[src/rtl/crc16_frame_arbiter_if.sv]
// rtl/crc16_frame_arbiter_if.sv - requester and output stream bundle for the CRC-16 frame arbiter
interface crc16_frame_arbiter_if #(
    parameter int N_REQ = 4,
    parameter int SEL_W = 2
);
    logic [N_REQ-1:0]   req_valid;
    logic [8*N_REQ-1:0] req_data;
    logic [N_REQ-1:0]   req_last;
    logic [N_REQ-1:0]   req_ready;
    logic               out_valid;
    logic [7:0]         out_data;
    logic               out_last;
    logic [SEL_W-1:0]   out_src;
    logic               out_ready;
    logic               busy;

    // Sources and sink side: drives requests and downstream ready.
    modport master (
        output req_valid, req_data, req_last, out_ready,
        input  req_ready, out_valid, out_data, out_last, out_src, busy
    );

    // Arbiter side.
    modport slave (
        input  req_valid, req_data, req_last, out_ready,
        output req_ready, out_valid, out_data, out_last, out_src, busy
    );
endinterface

[src/rtl/crc16_frame_arbiter.sv]
// rtl/crc16_frame_arbiter.sv - round-robin frame arbiter sharing one CRC-16/BUYPASS engine
module crc16_frame_arbiter #(
    parameter int N_REQ = 4,
    parameter int SEL_W = 2
) (
    input  logic                  clk,
    input  logic                  rst,
    crc16_frame_arbiter_if.slave  bus
);

    typedef enum logic [1:0] {
        S_IDLE   = 2'd0,
        S_DATA   = 2'd1,
        S_CRC_HI = 2'd2,
        S_CRC_LO = 2'd3
    } state_t;

    state_t             r_state;
    logic [15:0]        r_crc;
    logic [SEL_W-1:0]   r_rr_ptr;
    logic [SEL_W-1:0]   r_grant;

    logic [2*N_REQ-1:0] w_dbl;
    logic [N_REQ-1:0]   w_rot;
    logic               w_found;
    logic [SEL_W:0]     w_sum;
    logic [SEL_W-1:0]   w_pick;
    logic               w_gvalid;
    logic [7:0]         w_gdata;
    logic               w_glast;
    logic               w_accept;

    // Fold one byte into the CRC, MSB first, polynomial 0x8005.
    function automatic logic [15:0] crc_byte(input logic [15:0] c, input logic [7:0] d);
        logic [15:0] x;
        x = c ^ {d, 8'h00};
        for (int b = 0; b < 8; b++) begin
            x = x[15] ? ((x << 1) ^ 16'h8005) : (x << 1);
        end
        return x;
    endfunction

    // Rotate the request vector so bit 0 is the round-robin starting point.
    assign w_dbl = {bus.req_valid, bus.req_valid};
    assign w_rot = N_REQ'(w_dbl >> r_rr_ptr);

    // First requesting index at or after rr_ptr, translated back to an absolute index.
    always_comb begin
        w_found = 1'b0;
        w_pick  = '0;
        w_sum   = '0;
        for (int k = 0; k < N_REQ; k++) begin
            if (!w_found && w_rot[k]) begin
                w_found = 1'b1;
                w_sum   = {1'b0, r_rr_ptr} + (SEL_W+1)'(k);
                if (w_sum >= (SEL_W+1)'(N_REQ)) begin
                    w_sum = w_sum - (SEL_W+1)'(N_REQ);
                end
                w_pick = w_sum[SEL_W-1:0];
            end
        end
    end

    // Select the granted requester's byte lane.
    always_comb begin
        w_gvalid = 1'b0;
        w_gdata  = 8'h00;
        w_glast  = 1'b0;
        for (int i = 0; i < N_REQ; i++) begin
            if (r_grant == SEL_W'(i)) begin
                w_gvalid = bus.req_valid[i];
                w_gdata  = bus.req_data[8*i +: 8];
                w_glast  = bus.req_last[i];
            end
        end
    end

    assign w_accept = (r_state == S_DATA) && w_gvalid && bus.out_ready;

    // Frame sequencer: grant, payload with CRC folding, then two CRC bytes.
    always_ff @(posedge clk or negedge rst) begin
        if (!rst) begin
            r_state  <= S_IDLE;
            r_crc    <= 16'h0000;
            r_rr_ptr <= '0;
            r_grant  <= '0;
        end else begin
            case (r_state)
                S_IDLE: begin
                    r_crc <= 16'h0000;
                    if (w_found) begin
                        r_grant <= w_pick;
                        r_state <= S_DATA;
                    end
                end
                S_DATA: begin
                    if (w_accept) begin
                        r_crc <= crc_byte(r_crc, w_gdata);
                        if (w_glast) begin
                            r_state <= S_CRC_HI;
                        end
                    end
                end
                S_CRC_HI: begin
                    if (bus.out_ready) begin
                        r_state <= S_CRC_LO;
                    end
                end
                S_CRC_LO: begin
                    if (bus.out_ready) begin
                        r_rr_ptr <= (r_grant == SEL_W'(N_REQ-1)) ? '0 : r_grant + SEL_W'(1);
                        r_state  <= S_IDLE;
                    end
                end
                default: r_state <= S_IDLE;
            endcase
        end
    end

    // Output mux: payload passes straight through, CRC bytes come from the register.
    always_comb begin
        bus.out_valid = 1'b0;
        bus.out_data  = 8'h00;
        bus.out_last  = 1'b0;
        bus.req_ready = '0;
        case (r_state)
            S_DATA: begin
                bus.out_valid = w_gvalid;
                bus.out_data  = w_gdata;
                for (int i = 0; i < N_REQ; i++) begin
                    if (r_grant == SEL_W'(i)) begin
                        bus.req_ready[i] = bus.out_ready;
                    end
                end
            end
            S_CRC_HI: begin
                bus.out_valid = 1'b1;
                bus.out_data  = r_crc[15:8];
            end
            S_CRC_LO: begin
                bus.out_valid = 1'b1;
                bus.out_data  = r_crc[7:0];
                bus.out_last  = 1'b1;
            end
            default: ;
        endcase
    end

    assign bus.out_src = r_grant;
    assign bus.busy    = (r_state != S_IDLE);

endmodule

[src/flat_wrapper.sv]
// flat-port wrapper written by rule: the top's interface ports become plain ports
module crc16_frame_arbiter_flat 
#(
    parameter int N_REQ = 4,
    parameter int SEL_W = 2
)
  (clk, rst, bus_req_valid, bus_req_data, bus_req_last, bus_out_ready, bus_req_ready, bus_out_valid, bus_out_data, bus_out_last, bus_out_src, bus_busy);
  crc16_frame_arbiter_if #(.N_REQ(N_REQ), .SEL_W(SEL_W)) bus_i ();
  input  logic clk;
  input  logic rst;
  input wire logic [$bits(bus_i.req_valid)-1:0] bus_req_valid;
  input wire logic [$bits(bus_i.req_data)-1:0] bus_req_data;
  input wire logic [$bits(bus_i.req_last)-1:0] bus_req_last;
  input wire logic [$bits(bus_i.out_ready)-1:0] bus_out_ready;
  output wire logic [$bits(bus_i.req_ready)-1:0] bus_req_ready;
  output wire logic [$bits(bus_i.out_valid)-1:0] bus_out_valid;
  output wire logic [$bits(bus_i.out_data)-1:0] bus_out_data;
  output wire logic [$bits(bus_i.out_last)-1:0] bus_out_last;
  output wire logic [$bits(bus_i.out_src)-1:0] bus_out_src;
  output wire logic [$bits(bus_i.busy)-1:0] bus_busy;
  assign bus_i.req_valid = bus_req_valid;
  assign bus_i.req_data = bus_req_data;
  assign bus_i.req_last = bus_req_last;
  assign bus_i.out_ready = bus_out_ready;
  assign bus_req_ready = bus_i.req_ready;
  assign bus_out_valid = bus_i.out_valid;
  assign bus_out_data = bus_i.out_data;
  assign bus_out_last = bus_i.out_last;
  assign bus_out_src = bus_i.out_src;
  assign bus_busy = bus_i.busy;
  crc16_frame_arbiter #(.N_REQ(N_REQ), .SEL_W(SEL_W)) u_core (.clk(clk), .rst(rst), .bus(bus_i));
endmodule
[config.mk]
export PLATFORM = sky130hd
export DESIGN_NAME = crc16_frame_arbiter_flat
export DESIGN_NICKNAME = d
export VERILOG_FILES = /design/src/rtl/crc16_frame_arbiter_if.sv /design/src/rtl/crc16_frame_arbiter.sv /design/src/flat_wrapper.sv
export SDC_FILE = /design/constraint.sdc
export NUM_CORES = 1
export LEC_CHECK = 0
export ABC_CLOCK_PERIOD_IN_PS = 4350
export BUFFER_PORTS_ARGS = -buffer_cell sky130_fd_sc_hd__buf_4
export CORE_MARGIN = 2
export CORE_UTILIZATION = 45
export CTS_CLUSTER_DIAMETER = 100
export DETAILED_ROUTE_END_ITERATION = 16
export PLACE_DENSITY = 0.79
export SYNTH_ARGS = -nofsm -noshare
export SYNTH_HDL_FRONTEND = slang
export SYNTH_SLANG_ARGS = --single-unit
[constraint.sdc]
create_clock -name clk -period 4.35 [get_ports clk]
set_input_delay 0.435 -clock clk [delete_from_list [all_inputs] [get_ports clk]]
set_output_delay 0.435 -clock clk [all_outputs]
set_load 0.03 [all_outputs]
# After elaboration in Yosys (flattened, before gate mapping)
# Cells that the tools add are included.
# totals
register_bits	22
out_inout_bits	17
in_bits	43
# classes
order_cmp	4
n_eq_ne	11
addsub	8
mux	49
reduce_logical	17
shift	1
n_bitwise	9
# op_table
operator	n
$mux W16	9
$mux W8	4
$pmux W16 S2	1
$mux W2	14
$not A3 Y3	8
$pmux W8 S3	1
$mux W1	17
$xor A16 B16 Y16	1
$ge A3 B3 Y1 const B	3
$eq A2 B2 Y1 const B	4
$pmux W2 S4	1
$shr A8 B2 Y4	1
$sub A2 B1 Y2 const B	4
$add A2 B2 Y3 const B	2
$ne A2 B1 Y1 const B	3
$reduce_and A2 Y1	3
$logic_and A1 B1 Y1	5
$reduce_and A5 Y1	1
$eq A2 B1 Y1 const B	2
$logic_not A2 Y1	2
$mux W4	1
$ne A2 B2 Y1 const B	2
$reduce_bool A2 Y1	2
$add A2 B1 Y3 const B	1
other kinds (5)	7

# Depth between registers and ports, before layout
# Gate-level depths: netlist of the first run.
# depth
word_depth	24
ltp_mapped	11
depth_no_buf	10

# Least setup slack after synthesis of the first run
# Ideal clock, no wire load.
# synth_timing
kind	register -> register
startpoint	register u_core.r_grant[0] (netlist: u_core.bus.out_src[0])
endpoint	register u_core.r_crc[15]
synth_period_minus_slack_ps	2939
n_path_buf	1
path_stages_with_launch	12
setup_time_ps	77
arrival_time_ps	2862
slack_ps	1411
cell_sequence	dfrtp_1 -> inv_1 -> ha_1 -> buf_6 -> a211oi_2 -> a211oi_2 -> xnor2_1 -> xnor3_1 -> xnor3_2 -> xnor3_1 -> xor2_1 -> o21ai_1
# synth_via
elab_chain_len	17
elab_cells_between_ends	34
cone_classes	4 x eq/ne; 18 x mux; 8 x bitwise; 4 x reduce/logical
# synth_rtl
item	line_no	rtl
start: declaration	crc16_frame_arbiter.sv:21	logic [SEL_W-1:0] r_grant;
start signal: assignment	crc16_frame_arbiter.sv:92	r_grant <= w_pick;
$logic_not A2 Y1	crc16_frame_arbiter.sv:70	if (r_grant == SEL_W'(i)) begin
$mux W8 (4 in series)	crc16_frame_arbiter.sv:70	
$xor A16 B16 Y16	crc16_frame_arbiter.sv:36	x = c ^ {d, 8'h00};
$mux W16 or $not A3 Y3 (tied branches) (6 in series)	n/a	
$not A3 Y3 (no source line) or $mux W16 (tied branches)	n/a	
$mux W16 (2 in series)	crc16_frame_arbiter.sv:38	x = x[15] ? ((x << 1) ^ 16'h8005) : (x << 1);
$mux W16	crc16_frame_arbiter.sv:97	if (w_accept) begin
$pmux W16 S2	crc16_frame_arbiter.sv:88	case (r_state)
end signal: assignment	crc16_frame_arbiter.sv:98	r_crc <= crc_byte(r_crc, w_gdata);
end: declaration	crc16_frame_arbiter.sv:19	logic [15:0] r_crc;
# Parallel ways exist; a longest one is shown, timed or not. The select of a mux whose other input is x is not followed.
# A chain may end at the register's enable or synchronous reset.

# Worst setup path in the final report of the first run
# Same ends and word-level chain as after synthesis.

==> flow_summary.ini, run 1 <==
[timing]
fin_crit_sh = 0.734
worst_pin_slew_ps = 504
slew_violations = 0
finalSetupViolations = 0
slew-limit-headroom = 0.664
setup-tns-final_ps = 0
hold_viol = 0
min_period_ps = 3190
fmax_ghz = 0.313
rsz0062_at_grt = no
skew_ps = 7.21

[power_and_ir_drop]
p_sw_mw = 1.02
p_leak_nw = 1.07
pwr-share-comb = 0.773
internal_power_mw = 1.13
switching_share = 0.475
clock_power_share = 0.070
pwr_density_cell_nw_per_um2 = 961
p_seq_frac = 0.157
fin_total_pwr_mw = 2.14
ir_drop_uv = 809

[worst_setup_path]
criticalPathCategory = reg -> reg
cp.required_ps = 4500
startpoint = u_core.bus.out_src[0]$_DFFE_PN0P_
crit_path_max_fanout = 13
worstPathArrival_ps = 3350
r2r_start = u_core.bus.out_src[0]$_DFFE_PN0P_
cp-start-kind = register
cp-end-kind = register

[clock_tree]
cts_tree = built
cts_sinks = 22
ctsResizeCount = 0
postCtsSetupBuffers = 0
clk_latency_ps = 270
path_clk_slew_ps = 80
hold_buffers = 0
cts_buffers = 3
cts_root_buf = clkbuf_8
clockBufferDepth = 2
htree_levels = 1

[place]
finalWeightedCongestion = 0.848
dp_hpwl_um = 3500
dp.cells = 288
portBuffers = 59

[layout]
drive_gt1_frac = 0.320
n_fill_cell = 320
num_antenna_cells = 0
multiInputGateArea_um2 = 1060
final_cells = 292
ff_latch_area_um2 = 551
nets = 296
syn2layout_area_growth_pct = 29.9

[route]
route.detailed.drc = 0
wl_per_cell_um = 15.8
postRouteAntennaNets = 0
drtPass1Iterations = 5
via_per_inst = 5.68
vias = 1660
drtIter0Drc = 171
drt_wl_total_um = 4620

[global_routing]
grt_pass1_wl_um = 7380
grt_max_degree = 23
grt_pass1_vias = 1531
grt.total_usage = 0.222
gr-total-overflow = 0
grt_antenna_before_repair = 0

[yosys]
synth.distinct_cells = 40
synth_area_per_cell_um2 = 9.13
yosysWarnings = 0
yosys.area.top_type_share = 0.321
synth_area_leader_cell = dfrtp_1
synthesis.area_um2 = 1720
yosysSeqAreaShare = 0.321
syn_inst = 188
synth-seq-cells = 22
synth_nets = 239
synth.area.top_cells = dfrtp_1 (32%), xnor2_1 (8.2%), ha_1 (5.8%)

[floorplan]
die_w_um = 65.8
io_pins = 60
die_h_um = 65.8
start_util = 0.469
die-area_um2 = 4330
rows = 22
coreArea_um2 = 3660

[outcome]
status = complete, no violations

[worst_hold_path]
hp-class = in -> async

[run]
cap_viol_max_count = 0
[cell usage after synthesis (all sizes together)]
cell type  count
clkbuf         4
nand2         19
a21oi         12
a22oi          8
and3           3
a221o          2
ha             8
nor3b          1
nor2          19
o31ai          2
a221oi         1
a22o           6
xor2           3
o21ai         15
dfrtp         22
inv           11
a311oi         1
nor2b          3
o21a           1
xnor3          3
o22ai          9
nand2b         1
nand3b         1
xnor2         16
buf            5
a222oi         8
a21o           1
mux2           1
a211oi         2
[state kept, by name, summed over array words and instances, names as in the netlist]
register,flops
u_core.bus.out_src,2
u_core.r_state,2
u_core.r_rr_ptr,2
u_core.r_crc,16
[critical path: stages (launching register included)]
cell     delay (ps)
dfrtp_1         450
ha_1            410
nor2b_2         440
a22oi_1         120
a21oi_1         280
xnor2_1         280
xnor3_2         450
xnor3_1         410
xor2_1          170
o21ai_1          70
[final timing paths]
path | end | slack (ps) | cells after the start
hold / removal | u_core.r_crc[5]$_DFFE_PN0P_ | 50 | 1
max in group asynchronous | u_core.r_crc[9]$_DFFE_PN0P_ | 4080 | 1
setup / recovery | u_core.r_crc[15]$_DFFE_PN0P_ | 1160 | 9
setup reg to reg | u_core.r_crc[15]$_DFFE_PN0P_ | 1160 | 9
min in group clk | u_core.r_crc[5]$_DFFE_PN0P_ | 520 | 2
hold reg to reg | u_core.r_crc[5]$_DFFE_PN0P_ | 520 | 2
[stage by stage]
stage                     hold slack [ps]   util  instance area, um^2  setup slack (ps)
final                                45.8  0.609                 2230              1160
after global routing                 56.6  0.609                 2230               948
after CTS                            55.0  0.609                 2230              1190
after detailed placement              347  0.594                 2170              1200
after global placement                349  0.594                 2170              1330
after floorplan                       139      -                 1720              1410
[area by class of cell]
| class | count | share of cell area |
|---|---|---|
| Multi-Input combinational cell | 146 | 0.478 |
| Timing Repair Buffer | 61 | 0.205 |
| Sequential cell | 22 | 0.247 |
| Clock buffer | 4 | 0.0247 |
| Tap cell | 48 | 0.0269 |
| Inverter | 11 | 0.0185 |
[metal layers]
metal,track usage,vias up,part of all wire
met1,0.333,767,0.47
met4,0.0625,0,0.011
li1,-,801,-
met3,0.0291,5,0.087
met2,0.332,87,0.43
met5,0,-,0
[layout by cell type (no fill, tap or decap), drive strengths merged]
cell type / synthesis / final
xor2: 3 / 3
o21a: 1 / 1
xnor3: 3 / 3
a222oi: 8 / 8
nor2b: 3 / 3
o21ai: 15 / 15
a221o: 2 / 2
nand2: 19 / 19
a211oi: 2 / 2
mux2: 1 / 1
ha: 8 / 8
a311oi: 1 / 1
a21oi: 12 / 12
o22ai: 9 / 9
nor2: 19 / 19
clkbuf: 4 / 4
o31ai: 2 / 2
xnor2: 16 / 16
a221oi: 1 / 1
nor3b: 1 / 1
nand3b: 1 / 1
a22oi: 8 / 8
and3: 3 / 3
inv: 11 / 11
a22o: 6 / 6
a21o: 1 / 1
nand2b: 1 / 1
buf: 5 / 61
dfrtp: 22 / 22
[power groups by stage]
stage | Combinational [mW] | Clock, mW | Sequential [mW]
2_1_floorplan | 1.30 | 0 | 0.341
3_3_place_gp | 1.61 | 0 | 0.334
3_5_place_dp | 1.64 | 0 | 0.337
4_1_cts | 1.65 | 0.153 | 0.334
5_1_grt | 1.81 | 0.161 | 0.345
6_report | 1.66 | 0.149 | 0.336
[cell families after synthesis]
family	Yosys count	synth area share
XOR/XNOR	22	0.137
flip-flops	22	0.321
AND/OR/NAND/NOR	47	0.125
buffers and inverters	20	0.0590
multiplexers	1	0.00656
AO/OA/AOI/OAI	68	0.293
adder cells (fa/ha/maj)	8	0.0583
(Power assumes the default switching activity.)
==> run 2, diff against run 1 <==
--- a/config.mk
+++ b/config.mk
@@ -5,7 +5,8 @@
 export SDC_FILE = /design/constraint.sdc
 export NUM_CORES = 1
 export LEC_CHECK = 0
-export ABC_CLOCK_PERIOD_IN_PS = 4350
+export ABC_AREA = 1
+export ABC_CLOCK_PERIOD_IN_PS = 2800
 export BUFFER_PORTS_ARGS = -buffer_cell sky130_fd_sc_hd__buf_4
 export CORE_MARGIN = 2
 export CORE_UTILIZATION = 45
==> constraint.sdc (replaced) <==
create_clock -name clk -period 2.8 [get_ports clk]
set_input_delay 0.28 -clock clk [delete_from_list [all_inputs] [get_ports clk]]
set_output_delay 0.28 -clock clk [all_outputs]
set_load 0.03 [all_outputs]
==> run 2 against run 1 <==
Net effect:
- synthesized cell count up 72%
- die area increased by 24%
- via count rose by 49%
- flip-flop and latch count stayed put
- fmax up 20%
- register-to-register slack got worse by 1000 ps
==> flow_summary.ini, run 2 <==
[outcome]
status = complete, no violations

[timing]
worst_pin_slew_ps = 482
fmax_ghz = 0.375
min_period_ps = 2670
hold_viol = 0
skew_ps = 3.62
slew_violations = 0
finalSetupViolations = 0
setup_slack_ps = 130
slew-limit-headroom = 0.679
fin_crit_sh = 0.954
holdWs_ps = 390

[global_routing]
gr-total-overflow = 0
grt_max_degree = 23
grt_antenna_before_repair = 0
grt_pass1_wl_um = 10400
grt.total_usage = 0.247
grt_pass1_vias = 2241

[clock_tree]
cts_sinks = 22
clk_latency_ps = 260
clockBufferDepth = 2
cts_tree = built
cts_buffers = 3
htree_levels = 1
cts_root_buf = clkbuf_8
path_clk_slew_ps = 80

[route]
wl_per_cell_um = 14.7
vias = 2468
drt_wl_total_um = 6600
drtIter0Drc = 192
route.detailed.drc = 0
postRouteAntennaNets = 0
via_per_inst = 5.50
drtPass1Iterations = 4

[yosys]
netlist_top_cells_count = nand2_1 (63), inv_1 (47), nor2_1 (34), nand3_1 (26), dfrtp_1 (22)
synth_compound_area_frac = 0.205
yosys.area.top_type_share = 0.255
synth.area.top_cells = dfrtp_1 (26%), nand2_1 (11%), inv_1 (8.2%)
synth_area_leader_cell = dfrtp_1
synthMuxAreaShare = 0.00928
syn_inst = 324
synthesis.area_um2 = 2160
synth_nets = 375
synth_most_common_cell = nand2_1
yosys.area_share.simple = 0.358
synthXorXnorAreaFrac = 0.0162
synth_top_family_by_area = simple AND/OR/NAND/NOR gates
synth-seq-cells = 22
synth.distinct_cells = 34
synthAdderAreaFrac = 0.0464
yosysWarnings = 0
yosysSeqAreaShare = 0.255
synth-edff-count = 0
synth_area_per_cell_um2 = 6.66
synth_ff_type = dfrtp_1
ys_async_sr_fraction = 1.00

[floorplan]
die_w_um = 73.3
start_util = 0.463
rows = 25
die_h_um = 73.3
io_pins = 60
die-area_um2 = 5370
coreArea_um2 = 4660

[layout]
nets = 447
final_cell_mix = buf_4 (75), nand2_1 (54), inv_1 (44)
largest_reg_flops = 16
post-route-cell-area_um2 = 2930
syn2layout_area_growth_pct = 35.9
final_common_cell = buf_4
drive_gt1_frac = 0.339
num_antenna_cells = 0
regMostFlops = u_core.r_crc
final_core_util = 0.629

[worst_setup_path]
criticalPathCategory = reg -> reg
cp-end-kind = register
cp-start-kind = register
crit_path_max_fanout = 6
cp.required_ps = 2940
reg2reg_depth = 17
worstPathArrival_ps = 2810

[run]
cap_viol_max_count = 0

[place]
dp_slack_ps = 21.7
dp_hpwl_um = 4990
placed_area_um2 = 2680
portBuffers = 59
finalWeightedCongestion = 0.899

[worst_hold_path]
holdPathStages = 3
hp-class = in -> reg
==> run 2: cell count changes after synthesis, sizes merged, moves of 5 or more <==
cell / delta
xnor2: -15
nand3: +34
nor2: +16
nand2: +62
inv: +38
o22ai: +9
a21oi: +9
a222oi: -8
o21ai: +5
a22o: -6
==> run 2: cells by family (layout without fill, tap and decap cells) <==
| group | after synthesis | count (layout) |
|---|---|---|
| fa+ha+maj | 8 | 8 |
| simple gates | 155 | 155 |
| flops | 22 | 22 |
| xor+xnor | 4 | 4 |
| buf+inv | 58 | 129 |
| compound gates | 75 | 75 |
| mux | 2 | 2 |
==> run 2: final timing paths <==
path,startpoint,end,slack (ps)
setup / recovery,u_core.bus.out_src[0]$_DFFE_PN0P_,u_core.r_state[0]$_DFFE_PN0P_,130
max in group asynchronous,rst,u_core.bus.out_src[0]$_DFFE_PN0P_,2110
setup reg to reg,u_core.bus.out_src[0]$_DFFE_PN0P_,u_core.r_state[0]$_DFFE_PN0P_,130
min in group asynchronous,rst,u_core.r_crc[9]$_DFFE_PN0P_,440
hold reg to reg,u_core.r_crc[2]$_DFFE_PN0P_,u_core.r_crc[2]$_DFFE_PN0P_,510
hold / removal,bus_out_ready,u_core.r_rr_ptr[1]$_DFFE_PN0P_,390
==> run 2: layout make-up <==
cell class                 instances  area [um^2]
multi-input combinational        244         1480
clock inverter                     1         30.0
inverter                          49          186
timing repair buffer              76          573
clock buffer                       3         41.3
fill                             414         1730
tap                               54         67.6
sequential                        22          552
==> run 2: metal layers <==
metal	up-vias	track usage	share of wire
met5	-	0	0
li1	1217	-	-
met4	0	0.0658	0.014
met2	88	0.410	0.50
met3	10	0.0343	0.067
met1	1153	0.336	0.42
==> run 2: worst max-delay path, cell delays in order, from the launching register on <==
cell and delay, ps:
dfrtp_2 440, inv_2 80, ha_2 200, inv_1 80, nor2_4 190, buf_4 140, buf_4 100, a22oi_1 50
o21ai_0 130, o21ai_0 130, nor2_1 100, inv_1 60, nor2_1 170, o211ai_1 110, nand2_1 90, o221ai_1 190
nor3_1 200, a21oi_1 80
==> run 2: stage by stage <==
| step | std cells | TNS, ps |
|---|---|---|
| after floorplan | 324 | 0 |
| after global placement | 436 | 0 |
| after detailed placement | 436 | 0 |
| after CTS | 441 | 0 |
| after global routing | 449 | -90.3 |
| final | 449 | 0 |
==> run 2: repair_timing <==
item	CTS	global route
gates resized for setup	1	30
hold buffers	1	0
endpoints found under the hold margin	22	0
endpoints found under the setup margin	2	7
buffers inserted	0	8
pin swaps	0	8
Power of run 2 is not shown: default switching activity piles up to over one toggle a cycle in this logic, so the estimate is an artifact.
